`config.mk`:
```
export PLATFORM = sky130hd
export DESIGN_NAME = hazard_control
export DESIGN_NICKNAME = d
export VERILOG_FILES = /design/src/rtl/hazard_control.sv
export SDC_FILE = /design/constraint.sdc
export NUM_CORES = 1
export LEC_CHECK = 0
export ABC_AREA = 1
export CORE_AREA = 2 2 69 97
export CTS_CLUSTER_DIAMETER = 50
export DETAILED_ROUTE_END_ITERATION = 16
export DIE_AREA = 0 0 71 99
export HOLD_SLACK_MARGIN = 0.02
export PLACE_DENSITY = 0.51
export SYNTH_ARGS = -nofsm -noshare
export SYNTH_HDL_FRONTEND = slang
export SYNTH_SLANG_ARGS = --single-unit
```
`constraint.sdc`:
```
create_clock -name clk -period 3.4 [get_ports clk]
set_input_delay 0.68 -clock clk [delete_from_list [all_inputs] [get_ports clk]]
set_output_delay 0.68 -clock clk [all_outputs]
set_load 0.01 [all_outputs]
```
`src/rtl/hazard_control.sv`:
```
// Pipeline sequencer for the 5-stage MIPS core: load-use stalls, taken-branch flushes,
// instruction-memory wait states, and a saturating lost-cycle counter.
module hazard_control #(
   parameter int unsigned FLUSH_CYCLES = 2,
   parameter int unsigned CNT_W        = 16
) (
   input  logic             clk,
   input  logic             reset,
   input  logic [4:0]       ID_Rs_In,
   input  logic [4:0]       ID_Rt_In,
   input  logic             ID_UsesRt_In,
   input  logic [4:0]       EX_Rt_In,
   input  logic             EX_MemRead_In,
   input  logic             EX_BranchTaken_In,
   input  logic             IMem_Ready_In,
   output logic             PCWrite_Out,
   output logic             IF_IDWrite_Out,
   output logic             ID_EX_Bubble_Out,
   output logic [1:0]       State_Out,
   output logic [CNT_W-1:0] Stall_Count_Out
);

   localparam int unsigned FC_W = 3;
   localparam logic [FC_W-1:0] FLUSH_RELOAD = FC_W'(FLUSH_CYCLES - 1);

   typedef enum logic [1:0] {
      ST_RUN      = 2'd0,
      ST_LU_STALL = 2'd1,
      ST_FLUSH    = 2'd2,
      ST_FWAIT    = 2'd3
   } state_t;

   // A single-cycle flush never needs the FLUSH state
   localparam state_t ST_AFTER_BR = (FLUSH_CYCLES == 1) ? ST_RUN : ST_FLUSH;

   state_t            r_state;
   state_t            w_state_nxt;
   logic [FC_W-1:0]   r_flush_cnt;
   logic [FC_W-1:0]   w_flush_cnt_nxt;
   logic [CNT_W-1:0]  r_stall_cnt;

   logic w_lu;
   logic w_br;
   logic w_fw;
   logic w_pc_write;
   logic w_ifid_write;
   logic w_bubble;
   logic w_lost;

   assign w_lu = EX_MemRead_In && (EX_Rt_In != 5'd0) &&
                 ((EX_Rt_In == ID_Rs_In) || (ID_UsesRt_In && (EX_Rt_In == ID_Rt_In)));
   assign w_br = EX_BranchTaken_In;
   assign w_fw = !IMem_Ready_In;

   // Next-state and pipeline controls; priority br > lu > fw
   always_comb begin
      w_pc_write      = 1'b1;
      w_ifid_write    = 1'b0;
      w_bubble        = 1'b0;
      w_state_nxt     = r_state;
      w_flush_cnt_nxt = r_flush_cnt;
      case (r_state)
         ST_FLUSH: begin
            w_pc_write   = IMem_Ready_In;
            w_ifid_write = 1'b1;
            w_bubble     = 1'b1;
            if (w_br) begin
               w_state_nxt     = ST_AFTER_BR;
               w_flush_cnt_nxt = FLUSH_RELOAD;
            end else if (r_flush_cnt <= FC_W'(1)) begin
               w_state_nxt     = ST_RUN;
               w_flush_cnt_nxt = '0;
            end else begin
               w_flush_cnt_nxt = r_flush_cnt - FC_W'(1);
            end
         end
         default: begin
            if (w_br) begin
               w_ifid_write    = 1'b1;
               w_bubble        = 1'b1;
               w_state_nxt     = ST_AFTER_BR;
               w_flush_cnt_nxt = FLUSH_RELOAD;
            end else if ((r_state == ST_FWAIT) && w_fw) begin
               w_pc_write   = 1'b0;
               w_ifid_write = 1'b1;
               w_state_nxt  = ST_FWAIT;
            end else if (w_lu && (r_state != ST_LU_STALL)) begin
               // The bubble already cleared EX_MemRead, so LU_STALL ignores lu
               w_pc_write  = 1'b0;
               w_bubble    = 1'b1;
               w_state_nxt = ST_LU_STALL;
            end else if (w_fw) begin
               w_pc_write   = 1'b0;
               w_ifid_write = 1'b1;
               w_state_nxt  = ST_FWAIT;
            end else begin
               w_state_nxt = ST_RUN;
            end
         end
      endcase
   end

   assign w_lost = !w_pc_write || w_ifid_write;

   // State, flush counter and saturating lost-cycle counter
   always_ff @(posedge clk) begin
      if (!reset) begin
         r_state     <= ST_RUN;
         r_flush_cnt <= '0;
         r_stall_cnt <= '0;
      end else begin
         r_state     <= w_state_nxt;
         r_flush_cnt <= w_flush_cnt_nxt;
         if (w_lost && (r_stall_cnt != {CNT_W{1'b1}}))
            r_stall_cnt <= r_stall_cnt + CNT_W'(1);
      end
   end

   assign PCWrite_Out      = w_pc_write;
   assign IF_IDWrite_Out   = w_ifid_write;
   assign ID_EX_Bubble_Out = w_bubble;
   assign State_Out        = r_state;
   assign Stall_Count_Out  = r_stall_cnt;

endmodule

```
Yosys cells after proc, flatten, opt, wreduce, memory -nomap -nowiden --
Cells that the tools add are included.
Operators by class: add/subtract/negate cells 2, $lt $le $gt $ge 1, eq/ne operators 7, multiplexer cells 25, reductions and logical operators 12
Operators with widths (number):
- 16-bit by 1-bit adder with 16-bit output (second input constant) | 1
- 16-bit != test (second input constant) | 1
- 1-bit two-way mux | 14
- 2-bit two-way mux | 7
- 3-bit two-way mux | 4
- 5-bit == test | 2
- 1-bit logical AND | 6
- 5-bit nonzero test | 1
- 2-bit == test (second input constant) | 2
- 3-bit by 1-bit <= comparator with 1-bit output (second input constant) | 1
- 3-bit != test (second input constant) | 1
- 3-bit by 1-bit subtractor with 3-bit output (second input constant) | 1
- 1-bit logical NOT | 2
- 1-bit logical OR | 2
- 2-bit by 1-bit != test with 1-bit output (second input constant) | 1
- 2-bit nonzero test | 1
Word-level totals: register bits 21, bits of input ports 21, output and inout port bits 21

Longest topological paths before layout --
Gate-level depths: netlist of run 1.
depth after elaboration 12, mapped depth 12

Worst setup path before layout of run 1 --
Ideal clock, no wire load.
kind input to output, start in EX_Rt_In[3], end out PCWrite_Out, arrival time 1.367 ns, required time 2.720 ns, setup slack 1.353 ns, cell stages on the path 9, cell sequence inv_1 nand2_1 nand2_1 nor2_1 nand3_1 nand2_1 nand2_1 nand2_1 a22oi_1
Between the ends: cells in the longest elaborated chain, start to end 9
RTL lines:
- start: declaration | line 12 | input logic [4:0] EX_Rt_In,
- 5-bit == test | line 51 | ((EX_Rt_In == ID_Rs_In) || (ID_UsesRt_In && (EX_Rt_In == ID_Rt_In)));
- 1-bit logical AND | line 51
- 1-bit logical OR | line 51
- 1-bit logical AND (*) | line 50 | assign w_lu = EX_MemRead_In && (EX_Rt_In != 5'd0) &&
- 1-bit logical AND (*) | line 87 | end else if (w_lu && (r_state != ST_LU_STALL)) begin
- 1-bit two-way mux (*) | line 87
- 1-bit two-way mux (*) | line 83 | end else if ((r_state == ST_FWAIT) && w_fw) begin
- 1-bit two-way mux (*) | line 78 | if (w_br) begin
- 1-bit two-way mux (*) | line 62 | case (r_state)
- end: declaration | line 16 | output logic PCWrite_Out,
Mark *: on every way between the ends. The rest lies on a longest branch, timed or not.

Worst setup path after layout of run 1 --
Same ends and word-level chain as after synthesis.

==> results of run 1 <==
logic make-up (layout without fill, tap and decap cells):
family,Yosys count,count (layout)
and+or+nand+nor,137,137
buffers and inverters,38,80
AOI/OAI and AO/OA,24,24
DFF,21,21
xor gates and xnor gates,14,14
adders and majority gates,3,3
stage by stage:
step | cells | instance area (um^2) | total power [mW] | setup WS (ns)
after global placement | 347 | 1970 | 0.385 | 0.266
final | 351 | 2020 | 0.547 | 0.241
after detailed placement | 347 | 1970 | 0.385 | 0.246
after floorplan | 237 | 1490 | 0.326 | 1.35
after CTS | 351 | 2020 | 0.558 | 0.235
after global routing | 351 | 2020 | 0.582 | 0.0934
placed cells by master (no fill, tap or decap):
cell type	synthesis	routed
nand2_1	73	73
dfxtp_1	21	21
clkinv_1	1	1
nand2_2	1	1
buf_4	0	1
nand4_2	1	1
inv_1	33	33
a22oi_1	1	1
nor3_1	4	4
xnor2_1	3	3
nand4_1	2	2
clkbuf_8	0	3
o21ai_0	2	2
nor3_4	2	2
clkdlybuf4s50_1	0	41
o211ai_1	1	1
nand3b_1	1	1
a21oi_1	19	19
nor4_2	1	1
nand2_4	1	1
nand3_1	25	25
o21bai_1	1	1
clkinv_2	0	1
xor2_1	11	11
ha_1	3	3
nand4_4	1	1
nor2_1	25	25
synth_stat cells, drive strengths merged:
library cell  instances
clkinv                1
nand2                75
o21bai                1
clkbuf                1
nand4                 4
a21oi                19
nand3                25
o21ai                 2
xnor2                 3
nor3                  6
dfxtp                21
a22oi                 1
nand3b                1
inv                  33
buf                   3
nor2                 25
ha                    3
nor4                  1
xor2                 11
o211ai                1
cell type report:
cell class / count / area (um^2) / area share
Inverter: 34 / 128 / 0.0632
Sequential cell: 21 / 420 / 0.208
Clock buffer: 3 / 41.3 / 0.0204
Timing Repair Buffer: 42 / 418 / 0.207
Clock inverter: 1 / 5.00 / 0.00248
Tap cell: 72 / 90.1 / 0.0446
Multi-Input combinational cell: 178 / 917 / 0.454
flip-flops by register name, summed over array words and instances, names as in the netlist:
register         count
Stall_Count_Out     16
State_Out            2
r_flush_cnt          3
power by group through the flow:
stage / logic [mW] / clock network (mW) / registers (mW)
floorplan: 0.0570 / 0 / 0.269
CTS: 0.118 / 0.178 / 0.263
global route: 0.132 / 0.185 / 0.264
global placement: 0.117 / 0 / 0.269
detailed placement: 0.117 / 0 / 0.268
finish: 0.116 / 0.169 / 0.263
critical path, delay by kind of cell:
kind | cells | cell delay [ns]
compound gates | 1 | 0.16
buf+inv | 3 | 1.14
simple gates | 7 | 0.49
routing by layer:
metal	vias to the layer above	share of wire	wire, um	global-route usage
met3	2	0.057	238	0.0184
met2	46	0.50	2080	0.229
met5	-	0	0	0
li1	830	-	-	-
met4	0	0.0070	29	0.0363
met1	672	0.44	1810	0.141
worst max path at each step:
stage	to	startpoint
after CTS	IF_IDWrite_Out	EX_Rt_In[3]
final	PCWrite_Out	EX_Rt_In[3]
after detailed placement	IF_IDWrite_Out	EX_Rt_In[3]
after floorplan	PCWrite_Out	EX_Rt_In[3]
after global placement	IF_IDWrite_Out	EX_Rt_In[3]
after global routing	PCWrite_Out	EX_Rt_In[3]
==> reports/metrics.csv, run 1 <==
metric,value,unit
outcome,completed,
hold_path_class,flip-flop to flip-flop,
hold_end,r_flush_cnt[2]$_SDFFE_PN0P_,
place_congestion,0.867,
fp.dieH,99,um
ctsResizeCount,0,
postLayoutCoreUtil,0.327,
p_per_area,271,nW/um^2
tns,0,ns
row_count,34,
switching_share,0.283,
port_buffers,41,
synth_warnings,0,
start_util,0.242,
relSlewSlack,0.641,
ys_ff_latch,21,
cts.sinks,21,
remaining_drc_errors,0,
p_seq_frac,0.480,
critPathLaunchType,input port,
final_layout_size_suffix_gt1_frac,0.0430,
period_share,0.929,
io_pins,42,
dieArea,7030,um^2
antenna_found_initial,0,
area_delta_synth_final,35.5,%
synth_compound_area_frac,0.0856,
cpPeakStageDelay,0.57,ns
cp_cell_sequence,clkdlybuf4s50_1 -> inv_1 -> nand2_1 -> nand2_1 -> nor2_1 -> nand3_1 -> nand2_1 -> nand2_1 -> nand2_1 -> a22oi_1 -> clkdlybuf4s50_1,
wl_per_cell,11.8,um
r2r_setup_slack,1.30,ns
insertion_delay,0.26,ns
synth_xor_area_frac,0.0823,
fin_crit,3.16,ns
tightest_slew,0.536,ns
cts-buffers-inserted,3,
yosys.area_share.simple,0.422,
crit_path_max_fanout,3,
netlist_area,1490,um^2
synth_area_leaders,"dfxtp_1 (28%), nand2_1 (18%), nand3_1 (8.4%)",
cts_root_buf,clkbuf_8,
grt_start_max_net_pins,18,
fill_cells,676,
rsz0062_at_grt,no,
slew_violations,0,
power.leakage,0.859,nW
fmax,0.317,GHz
clock_power_share,0.308,
cts-hold-fix-buffers,0,
crit_type,input port to primary output,
synth_area_leader_cell,dfxtp_1,
synthAdderAreaFrac,0.0252,
path_common_cell,nand2_1,
internal_power,0.393,mW
tritoncts,built,
syn_nets,261,
r2r_end,Stall_Count_Out[1]$_SDFFE_PN0P_,
synth_cell_types,26,
cts_setup_buffers,0,
max-vdd-ir-drop,170,uV
r2r-start,Stall_Count_Out[0]$_SDFFE_PN0P_,
drt_iter0_drc,22,
h-tree-depth,1,
cp_slowest_cell,clkdlybuf4s50_1,
routed_wl,4160,um
core,6170,um^2
switching_power,0.155,mW
clockBufferDepth,2,
synth.mux.area_fraction,0,
grt_pass1_wl,6990,um
finalSetupViolCount,0,
vias_per_cell,4.42,
vias,1550,
combinationalPowerShare,0.212,
clk_pin_slew_worst_paths,0.08,ns
postRouteAntennaNets,0,
yosysTopAreaCellShare,0.282,
min_from,r_flush_cnt[2]$_SDFFE_PN0P_,
reg2reg_depth,8,
gr-total-overflow,0,
hold_violations,0,
grt_pass1_vias,1621,
synth_top_family_by_area,simple AND/OR/NAND/NOR gates,
num_antenna_cells,0,
fin_nets,304,
die_x,71,um
ys_seq_area_frac,0.282,
post-dp-hpwl,3130,um
finClkSkew,0.00485,ns
synth_cells,237,
drv_cap,0,
critPathRequiredTime,2.72,ns
arrival,2.48,ns
hold_path_depth,2,
grt_usage,0.122,
drt_first_pass_iters,4,
hold_slack,0.501,ns
avgSynthCellArea,6.29,um^2
endpoint_kind,primary output,
Power figures use the tool's default switching activity.
==> inputs of run 2 (changes only) <==
--- a/config.mk
+++ b/config.mk
@@ -11,7 +11,8 @@
 export DETAILED_ROUTE_END_ITERATION = 16
 export DIE_AREA = 0 0 71 99
 export HOLD_SLACK_MARGIN = 0.02
-export PLACE_DENSITY = 0.51
+export PLACE_DENSITY = 0.48
+export REMOVE_ABC_BUFFERS = 1
 export SYNTH_ARGS = -nofsm -noshare
 export SYNTH_HDL_FRONTEND = slang
 export SYNTH_SLANG_ARGS = --single-unit
==> run 2 against run 1 <==
  * Cell count unchanged
  * Sequential power about the same
  * Sequential cell count unchanged
  * Register-to-register slack worse by 0.04 ns
  * Final area about the same
  * Total power up 0.67%
  * Setup slack better by 0.0083 ns
  * Via count up 2.2%
  * Combinational power about the same
==> reports/metrics.csv, run 2 (same netlist as run 1, synthesis figures left out) <==
metric,value,unit,change
fill_cells,669,,was 676
fin_nets,304,,unchanged
power.leakage,0.856,nW,was 0.859 nW
grt_start_max_net_pins,18,,unchanged
crit_type,input port to primary output,,unchanged
endpoint_kind,primary output,,unchanged
cp_top_family,buffers and inverters,,unchanged
multi_input_area,917,um^2,unchanged
h-tree-depth,1,,unchanged
finalSetupViolCount,0,,unchanged
cts_root_buf,clkbuf_8,,unchanged
hold_violations,0,,unchanged
largest_reg_flops,16,,unchanged
clockBufferDepth,2,,unchanged
vias,1584,,was 1550
critPathRequiredTime,2.72,ns,about the same
dieArea,7030,um^2,unchanged
wl_met1,1860,um,was 1810 um
max-vdd-ir-drop,153,uV,was 170 uV
cp_cell_sequence,clkdlybuf4s50_1 -> inv_1 -> nand2_1 -> nand2_1 -> nor2_1 -> nand3_1 -> nand2_1 -> o211ai_1 -> nand2_1 -> nand2_1 -> clkdlybuf4s50_1,,was clkdlybuf4s50_1 -> inv_1 -> nand2_1 -> nand2_1 -> nor2_1 -> nand3_1 -> nand2_1 -> nand2_1 -> nand2_1 -> a22oi_1 -> clkdlybuf4s50_1
drt_iter0_drc,32,,was 22
regArea,420,um^2,unchanged
final_cell_mix,"nand2_1 (73), clkdlybuf4s50_1 (41), inv_1 (33)",,unchanged
row_count,34,,unchanged
outcome,completed,,unchanged
hold_path_depth,2,,unchanged
io_pins,42,,unchanged
worst-path-stages,11,,unchanged
routed-wl-met2,2000,um,was 2080 um
fmax,0.317,GHz,about the same
ctsResizeCount,0,,unchanged
grt_pass1_vias,1566,,was 1621
die_x,71,um,unchanged
cts.sinks,21,,unchanged
met3_length,173,um,was 238 um
port_buffers,41,,unchanged
drt_first_pass_iters,5,,was 4
cpPeakStageDelay,0.53,ns,was 0.57 ns
rsz0062_at_grt,no,,unchanged
grt_usage,0.120,,was 0.122
post-dp-hpwl,3090,um,was 3130 um
p_per_area,273,nW/um^2,was 271 nW/um^2
core,6170,um^2,unchanged
cts-buffers-inserted,3,,unchanged
cp_slowest_cell,clkdlybuf4s50_1,,unchanged
hold_path_class,flip-flop to flip-flop,,unchanged
wl_per_cell,11.8,um,about the same
drv_cap,0,,unchanged
grt_pass1_wl,6870,um,was 6990 um
fin_crit,3.15,ns,was 3.16 ns
layout_commonest_cell,nand2_1,,unchanged
reg2reg_depth,8,,unchanged
crit_buf_inv,3,,unchanged
antenna_found_initial,0,,unchanged
vias_per_cell,4.51,,was 4.42
tns,0,ns,unchanged
period_share,0.927,,was 0.929
remaining_drc_errors,0,,unchanged
routed_wl,4130,um,was 4160 um
area_delta_synth_final,35.4,%,was 35.5%
final_layout_size_suffix_gt1_frac,0.0394,,was 0.0430
highest_layer,met4,,unchanged
relSlewSlack,0.629,,was 0.641
critPathLaunchType,input port,,unchanged
crit_path_max_fanout,4,,was 3
postLayoutCoreUtil,0.327,,about the same
insertion_delay,0.26,ns,about the same
tritoncts,built,,unchanged
cts-hold-fix-buffers,0,,unchanged
tightest_slew,0.553,ns,was 0.536 ns
num_antenna_cells,0,,unchanged
arrival,2.47,ns,was 2.48 ns
gr-total-overflow,0,,unchanged
finClkSkew,0.00242,ns,was 0.00485 ns
cts_setup_buffers,0,,unchanged
postRouteAntennaNets,0,,unchanged
slew_violations,0,,unchanged
path_common_cell,nand2_1,,unchanged
start_util,0.242,,unchanged
clk_pin_slew_worst_paths,0.08,ns,about the same
fp.dieH,99,um,unchanged
place_congestion,0.871,,was 0.867
==> run 2: changes by cell type in the layout (fill, tap and decap cells not counted), sizes merged <==
cell    change
clkbuf      +1
clkinv      -1
==> run 2: layer usage <==
metal | up-vias | global-route usage
met1 | 703 | 0.143
met3 | 8 | 0.0112
met4 | 0 | 0.0552
met2 | 40 | 0.214
met5 | - | 0
li1 | 833 | -
==> run 2: cell type report <==
| cell class | count | share of cell area |
|---|---|---|
| Sequential cell | 21 | 0.208 |
| Multi-Input combinational cell | 178 | 0.454 |
| Timing Repair Buffer | 42 | 0.207 |
| Clock buffer | 4 | 0.0223 |
| Tap cell | 72 | 0.0446 |
| Inverter | 34 | 0.0632 |
==> run 2: metrics by stage <==
stage                     cell area (um^2)  hold WS [ns]  power (mW)  setup WS, ns  std cells
after floorplan                       1470         0.458       0.323          1.35        233
final                                 2020         0.485       0.551         0.249        351
after global routing                  2020         0.525       0.583        0.0219        351
after detailed placement              1970         0.479       0.386         0.213        347
after global placement                1970         0.473       0.387         0.204        347
after CTS                             2020         0.491       0.558         0.204        351
==> run 2: power breakdown <==
group	internal (mW)	switching [mW]	total, mW
combinational	0.0580	0.0584	0.116
clock	0.0836	0.0881	0.172
sequential	0.253	0.0100	0.263
==> run 2: final timing paths <==
check | start | slack (ns) | endpoint
setup / recovery | EX_Rt_In[1] | 0.25 | IF_IDWrite_Out
setup reg to reg | Stall_Count_Out[0]$_SDFFE_PN0P_ | 1.26 | Stall_Count_Out[0]$_SDFFE_PN0P_
hold reg to reg | r_flush_cnt[1]$_SDFFE_PN0P_ | 0.49 | r_flush_cnt[1]$_SDFFE_PN0P_
hold / removal | r_flush_cnt[1]$_SDFFE_PN0P_ | 0.49 | r_flush_cnt[1]$_SDFFE_PN0P_
==> run 2: worst reg2reg max path, stage by stage (launching register included) <==
cell,delay (ns)
dfxtp_1,0.48
ha_1,0.28
nand2_2,0.10
nor3_4,0.35
nand4_4,0.33
nand2_4,0.29
inv_1,0.08
nor2_1,0.09
nor2_1,0.05
==> inputs of run 3 (changes only) <==
--- a/config.mk
+++ b/config.mk
@@ -6,6 +6,7 @@
 export NUM_CORES = 1
 export LEC_CHECK = 0
 export ABC_AREA = 1
+export CAP_MARGIN = 20
 export CORE_AREA = 2 2 69 97
 export CTS_CLUSTER_DIAMETER = 50
 export DETAILED_ROUTE_END_ITERATION = 16
==> constraint.sdc (replaced) <==
create_clock -name clk -period 3.7 [get_ports clk]
set_input_delay 0.74 -clock clk [delete_from_list [all_inputs] [get_ports clk]]
set_output_delay 0.74 -clock clk [all_outputs]
set_load 0.01 [all_outputs]
==> run 3 against run 2 <==
  * Die area stayed put
  * Sequential share of layout area stayed put
  * Critical path depth stayed put
  * Register-to-register slack better by 0.33 ns
  * Largest cell class unchanged
==> reports/metrics.csv, run 3 (same netlist as run 1, synthesis figures left out) <==
metric,value,unit,change
hold_violations,0,,unchanged
critPathLaunchType,input port,,unchanged
cp_cell_sequence,clkdlybuf4s50_1 -> inv_1 -> nand2_1 -> nand2_1 -> nor2_1 -> nand3_1 -> nand2_1 -> nand2_1 -> nand2_1 -> a22oi_1 -> clkdlybuf4s50_1,,was clkdlybuf4s50_1 -> inv_1 -> nand2_1 -> nand2_1 -> nor2_1 -> nand3_1 -> nand2_1 -> o211ai_1 -> nand2_1 -> nand2_1 -> clkdlybuf4s50_1
tightest_slew,0.530,ns,was 0.553 ns
top_usage_layer,met2,,unchanged
met2_usage,0.234,,was 0.214
cts-hold-fix-buffers,0,,unchanged
cts-buffers-inserted,3,,unchanged
crit_type,input port to primary output,,unchanged
layout_commonest_cell,nand2_1,,unchanged
die_x,71,um,unchanged
switching_share,0.280,,was 0.284
met1_usage,0.136,,was 0.143
slew_violations,0,,unchanged
max-vdd-ir-drop,161,uV,was 153 uV
tns,0,ns,unchanged
final_layout_size_suffix_gt1_frac,0.0394,,unchanged
ctsResizeCount,0,,unchanged
timing.final.ws_setup,0.433,ns,was 0.249 ns
num_antenna_cells,0,,unchanged
port_buffers,41,,unchanged
gr-total-overflow,0,,unchanged
fin_nets,304,,unchanged
fin_crit,3.27,ns,
io_pins,42,,unchanged
vias_per_cell,4.41,,was 4.51
post-dp-hpwl,3160,um,was 3090 um
outcome,completed,,unchanged
grt_pass1_vias,1595,,was 1566
crit_buf_inv,3,,unchanged
tritoncts,built,,unchanged
h-tree-depth,1,,unchanged
critPathRequiredTime,2.96,ns,was 2.72 ns
cpPeakStageDelay,0.53,ns,about the same
hold_slack,0.483,ns,was 0.485 ns
period_share,0.883,,
fill_cells,689,,was 669
crit_path_max_fanout,4,,unchanged
place_congestion,0.877,,was 0.871
rsz0062_at_grt,no,,unchanged
area_delta_synth_final,35.4,%,unchanged
clk_pin_slew_worst_paths,0.07,ns,was 0.08 ns
r2r_setup_slack,1.59,ns,was 1.26 ns
remaining_drc_errors,0,,unchanged
clock_power_share,0.308,,was 0.312
grt_usage,0.123,,was 0.120
cts.sinks,21,,unchanged
switching_power,0.141,mW,was 0.157 mW
p_seq_frac,0.479,,was 0.477
insertion_delay,0.26,ns,about the same
fmax,0.306,GHz,
hold_path_class,flip-flop to flip-flop,,unchanged
cts_setup_buffers,0,,unchanged
p_per_area,250,nW/um^2,was 273 nW/um^2
internal_power,0.363,mW,was 0.395 mW
row_count,34,,unchanged
grt_pass1_wl,7020,um,was 6870 um
cp_slowest_cell,clkdlybuf4s50_1,,unchanged
drt_iter0_drc,30,,was 32
finalSetupViolCount,0,,unchanged
wl_per_cell,11.8,um,unchanged
endpoint_kind,primary output,,unchanged
final_cell_mix,"nand2_1 (73), clkdlybuf4s50_1 (41), inv_1 (33)",,unchanged
largest_reg_flops,16,,unchanged
fp.dieH,99,um,unchanged
drv_cap,0,,unchanged
arrival,2.53,ns,was 2.47 ns
clockBufferDepth,2,,unchanged
grt_start_max_net_pins,18,,unchanged
finClkSkew,0.00703,ns,was 0.00242 ns
cts_root_buf,clkbuf_8,,unchanged
core,6170,um^2,unchanged
drt_first_pass_iters,4,,was 5
vias,1549,,was 1584
combinationalPowerShare,0.212,,was 0.211
dieArea,7030,um^2,unchanged
routed_wl,4130,um,unchanged
start_util,0.242,,unchanged
dp_slack,0.411,ns,was 0.213 ns
path_common_cell,nand2_1,,unchanged
use_met3,0.0164,,was 0.0112
power.leakage,0.856,nW,unchanged
postRouteAntennaNets,0,,unchanged
antenna_found_initial,0,,unchanged
relSlewSlack,0.644,,was 0.629
cp_top_family,buffers and inverters,,unchanged
run 3: stage by stage:
| step | power, mW | cell area (um^2) | std cells | utilization |
|---|---|---|---|---|
| 5_1_grt | 0.534 | 2020 | 351 | 0.327 |
| 3_3_place_gp | 0.355 | 1970 | 347 | 0.320 |
| 4_1_cts | 0.513 | 2020 | 351 | 0.327 |
| 3_5_place_dp | 0.355 | 1970 | 347 | 0.320 |
| 2_1_floorplan | 0.297 | 1470 | 233 | - |
| 6_report | 0.504 | 2020 | 351 | 0.327 |
run 3: tightest hold or removal path, stage by stage, from the launching register on:
cell and delay [ns]:
dfxtp_1 0.32, nand2_1 0.06, a21oi_1 0.05
run 3: final timing paths:
| check | start | endpoint | cells past startpoint |
|---|---|---|---|
| max | EX_Rt_In[1] | PCWrite_Out | 11 |
| min | r_flush_cnt[1]$_SDFFE_PN0P_ | r_flush_cnt[1]$_SDFFE_PN0P_ | 2 |
| max reg2reg | Stall_Count_Out[0]$_SDFFE_PN0P_ | Stall_Count_Out[0]$_SDFFE_PN0P_ | 8 |
| min reg2reg | r_flush_cnt[1]$_SDFFE_PN0P_ | r_flush_cnt[1]$_SDFFE_PN0P_ | 2 |
run 3: metal layers:
metal	routed length, um	share of wire
met5	0	0
met4	59	0.014
met3	171	0.041
met2	2080	0.50
met1	1830	0.44
run 3: area by class of cell:
type                    count  area (um^2)  area share
multi-input cells         178          917       0.454
flip-flops and latches     21          420       0.208
inverters                  34          128      0.0632
repair buffers             42          418       0.207
clock buffers               4         45.0      0.0223
well taps                  72         90.1      0.0446
run 3: power groups by stage:
stage	Clock (mW)	Sequential (mW)	Combinational, mW
after floorplan	0	0.247	0.0500
after global placement	0	0.247	0.108
after detailed placement	0	0.247	0.108
after CTS	0.162	0.242	0.109
after global routing	0.171	0.243	0.120
final	0.155	0.242	0.107
==> edit 1: new RTL, config.mk and constraints of run 3 <==
Change the localparam `FC_W` from 3 to 6.
--- a/src/rtl/hazard_control.sv
+++ b/src/rtl/hazard_control.sv
@@ -20,7 +20,7 @@
    output logic [CNT_W-1:0] Stall_Count_Out
 );
 
-   localparam int unsigned FC_W = 3;
+   localparam int unsigned FC_W = 6;
    localparam logic [FC_W-1:0] FLUSH_RELOAD = FC_W'(FLUSH_CYCLES - 1);
 
    typedef enum logic [1:0] {
Check against the original RTL: no difference found for any inputs over 10 cycles, from zero or initial values and one cycle with reset low; that may be too few to reach the edited logic, so the function may still have changed.
==> edit 1 against run 3 <==
Count of clock-buffer cells in the layout stayed put. Wire length is 3.8% higher. Design area is 9.7% higher. Synthesized area is 15% higher. Sequential power is 14% higher. Synthesized cell count is 6.8% higher. Worst setup slack better by 0.024 ns. Power is 15% higher. Sequential cell count is 3 higher. Clock skew is 0.0014 ns higher. Critical path type unchanged.
==> edit 1: results (changes against run 3) <==
Placed design
  – Dpl hpwl: 3210 microns (+1.4%)
  – GPL Wtd Cong: 0.7946 (-9.3%)
  – Post-Place Worst Slack: 0.4470 ns (+0.03578 ns)
  – Placed cells: 362 (+4.3%)
  – I/O Buffers: 41 (unchanged)
  – Placed Area: 2160 sq um (+9.4%)

Global route
  – GRT Total Usage: 12.90% (+0.61 points)
  – First-pass GRT wire length: 7541 microns (+7.5%)

Critical path
  – Worst r2r src: Stall_Count_Out[0]$_SDFFE_PN0P_
  – Slowest-stage cell, CP: clkdlybuf4s50_1
  – Worst flop-to-flop path endpoint: Stall_Count_Out[4]$_SDFFE_PN0P_
  – Slowest stage delay, CP: 0.56 ns (+0.03 ns)
  – Reg2reg path depth: 9 (+1)
  – Worst R2R Setup Slack: 1.69 ns (+0.10 ns)

Logic synthesis
  – Primary FF master, synth: dfxtp_1
  – Ranking of synthesized cells by area: dfxtp_1, nand2_1, nand3_1
  – Mapped Cells: 253 (+6.8%)
  – Post-synthesis sequential area ratio: 28.07% (-0.14 points)
  – Synth cell types: 30 (+15%)
  – Synth top cells by count: nand2_1, inv_1, nand3_1, nor2_1, dfxtp_1

Power and ir drop
  – Final Total Pwr: 0.5810 mW (+15%)
  – Seq. pwr: 0.275 mW (+14%)
  – Internal power: 0.4206 mW (+16%)
  – Comb. pwr: 0.126 mW (+18%)
  – P_leak: 0.9067 nW (+5.9%)
  – Peak VDD IR: 0.0001130 V (-30%)

Clock network
  – CTS buffer count: 3 (unchanged)

Finish
  – Final-stage net count: 319 (+4.9%)
  – Post-Layout Cell Count: 366 (+4.3%)
  – Share of layout cells above drive strength 1: 10.88% (+6.9 points)
  – Fillers: 685 (-0.58%)

Worst hold path
  – Hold Path Cell Cnt: 2 (unchanged)
  – Hold endpoint: r_flush_cnt[4]$_SDFFE_PN0P_
  – Worst hold start: r_flush_cnt[4]$_SDFFE_PN0P_

STA
  – Worst-margin pin slew: 0.8428 ns (+0.3127 ns)
  – Min Tclk post-route: 3.242 ns (-0.02441 ns)
  – Hold slack: 0.4680 ns (-0.01507 ns)
  – Worst Skew: 0.008478 ns (+0.001449 ns)

Route
  – DR iter-0 viols: 70 (+130%)
  – Vias: 1678 (+8.3%)
  – Routed WL: 4292 microns (+3.8%)

Status
  – Status: finished, final reports clean
[edit 1: changes by cell type after synthesis, sizes merged, moves of 2 or more]
cell	change
nand3	+2
a21oi	+2
xor2	+2
o21ai	-2
dfxtp	+3
inv	+3
[edit 1: logic make-up after synthesis]
family | count (synthesis) | synth area share (%)
xor+xnor | 17 | 8.699
compound gates | 26 | 10.67
fa+ha+maj | 3 | 2.193
buf+inv | 42 | 11.62
simple gates | 141 | 38.74
flops | 24 | 28.07
[edit 1: routing by layer]
metal | track usage (%) | vias to the layer above | part of all wire [%]
li1 | - | 880 | -
met1 | 16.00 | 753 | 45
met2 | 22.72 | 40 | 49
met3 | 1.840 | 5 | 4.6
met4 | 4.064 | 0 | 1.1
met5 | 0 | - | 0
[edit 1: layout make-up]
class	instances	area (sq um)	area share (%)
clock buffers	4	55.05	2.486
inverters	37	138.9	6.271
multi-input cells	187	1032	46.61
flip-flops and latches	24	480.5	21.69
well taps	72	90.09	4.068
repair buffers	42	417.9	18.87
==> edit 2: new RTL, flow settings as in run 3 <==
Without the edit above. Make the reset (`reset`) asynchronous in one clocked block.
--- a/src/rtl/hazard_control.sv
+++ b/src/rtl/hazard_control.sv
@@ -103,7 +103,7 @@
    assign w_lost = !w_pc_write || w_ifid_write;
 
    // State, flush counter and saturating lost-cycle counter
-   always_ff @(posedge clk) begin
+   always_ff @(posedge clk or negedge reset) begin
       if (!reset) begin
          r_state     <= ST_RUN;
          r_flush_cnt <= '0;
Function: differs if reset is asserted again (counterexample within 4 cycles, from zero or initial values and one cycle with reset low); with reset held inactive, the same outputs for 10 cycles.
==> edit 2 against run 3 <==
Synthesized area up 1.8%. Wire length down 5.1%. Worst setup slack worse by 0.028 ns. Via count shrank 5.0%. Design area increased by 1.9%. Register-to-register slack better by 0.10 ns. Critical path depth is the same. Sequential share of layout area up 4.7 points. Critical endpoint unchanged. Sequential cell count is the same.
Power is not compared: it rests on default switching activity, and its combinational part moved more than twofold at a synthesized area within 25%.
==> edit 2: results (changes against run 3) <==
Route
  – Met3 WL: 239 microns (+40%)
  – Routed wire per std cell: 11.71 microns (-0.57%)
  – DRT met1 WL: 1652 microns (-9.5%)
  – Vias: 1472 (-5.0%)
  – Routed WL: 3922 microns (-5.1%)
  – DR iter-0 viols: 44 (+47%)
  – DR WL met2: 1980 microns (-4.7%)
  – Max Used Layer: met4

Logic synthesis
  – Ys async rst share: 100.0% (+100 points)
  – XOR/XNOR Fraction of Synth Area: 9.241% (+1.0 points)
  – Mapped Cells: 220 (-7.2%)
  – Post-synthesis sequential area ratio: 34.65% (+6.4 points)
  – Synth cell types: 24 (-7.7%)
  – Synth Area in Compound Gates: 2.888% (-5.7 points)
  – Ranking of synthesized cells by area: dfrtp_1, nand2_1, nand3_1
  – Synth top cells by count: nand2_1, inv_1, nand3_1, dfrtp_1, nor2_1
  – Synth Area in Adders: 2.475% (-0.044 points)
  – Primary FF master, synth: dfrtp_1

Finish
  – Area of the multi-input gates: 842.1 sq um (-8.2%)
  – Final-stage net count: 288 (-5.3%)
  – Fillers: 651 (-5.5%)
  – Share of layout cells above drive strength 1: 4.943% (+1.0 points)

Global route
  – Met3 usage: 2.045% (+0.41 points)
  – GRT Total Usage: 11.45% (-0.83 points)
  – First-pass GRT wire length: 6596 microns (-6.0%)
  – Pin count of the biggest net entering global routing: 22 (+4)
  – Met1 usage: 13.20% (-0.41 points)
  – Initial antenna violation count: 0 (unchanged)
  – Met2 GRT Util: 21.35% (-2.0 points)
  – Number of global-route vias before repair: 1464 (-8.2%)

Clock network
  – Reg clk slew, reported paths: 0.08 ns
  – H-tree levels: 1 (unchanged)
  – CTS resizes: 0 (unchanged)

Placed design
  – Placed Area: 1996 sq um (+1.1%)
  – GPL Wtd Cong: 0.7972 (-9.0%)
  – Placed cells: 330 (-4.9%)
  – Post-Place Worst Slack: 0.3626 ns (-0.04860 ns)
  – Dpl hpwl: 2961 microns (-6.4%)
  – I/O Buffers: 41 (unchanged)

Worst hold path
  – Worst Hold Class: reg2reg

Status
  – Status: finished, final reports clean

STA
  – Worst Skew: 0.002480 ns (-0.004549 ns)
  – Relative slew slack: 65.06% (+0.62 points)

Critical path
  – Crit path DAT: 2.56 ns (+0.03 ns)
  – Critical path peak fanout: 5 (+1)

Power and ir drop
  – Peak VDD IR: 0.0002802 V
edit 2: changes by cell type after synthesis, sizes merged, moves of 2 or more:
| cell | change |
|---|---|
| dfrtp | +21 |
| dfxtp | -21 |
| a21oi | -16 |
| nor2 | -9 |
| nand3 | +5 |
| nand2 | +3 |
| xnor2 | +3 |
| o22ai | +2 |
edit 2: worst paths after layout:
check	endpoint	startpoint	cells past startpoint	slack, ns
worst max-delay path	PCWrite_Out	EX_Rt_In[0]	11	0.40
worst min-delay path	Stall_Count_Out[13]$_DFFE_PN0P_	Stall_Count_Out[13]$_DFFE_PN0P_	2	0.54
worst max register to register	Stall_Count_Out[15]$_DFFE_PN0P_	Stall_Count_Out[0]$_DFFE_PN0P_	9	1.69
worst min register to register	Stall_Count_Out[13]$_DFFE_PN0P_	Stall_Count_Out[13]$_DFFE_PN0P_	2	0.54
max in group asynchronous	State_Out[0]$_DFFE_PN0P_	reset	2	2.45
min in group asynchronous	Stall_Count_Out[14]$_DFFE_PN0P_	reset	1	0.79
edit 2: critical path: stages:
cell,delay (ns)
clkdlybuf4s50_1,0.54
inv_1,0.06
nand2_1,0.05
nand2_1,0.05
nor2_1,0.13
nand3_1,0.08
nand2_1,0.08
nand2_1,0.08
a21oi_1,0.17
a21oi_1,0.06
clkdlybuf4s50_1,0.50
edit 2: cell type report:
type                    count  area share, %
multi-input cells         162          40.96
flip-flops and latches     21          25.56
repair buffers             42          20.69
inverters                  34          6.208
well taps                  72          4.382
clock buffers               4          2.191
edit 2: power by group through the flow:
stage | Sequential [mW] | Clock (mW) | Combinational, mW
after floorplan | 0.359 | 0 | 0.192
after global placement | 0.355 | 0 | 0.373
after detailed placement | 0.354 | 0 | 0.372
after global routing | 0.359 | 0.171 | 0.416
final | 0.351 | 0.153 | 0.371
after CTS | 0.351 | 0.160 | 0.375
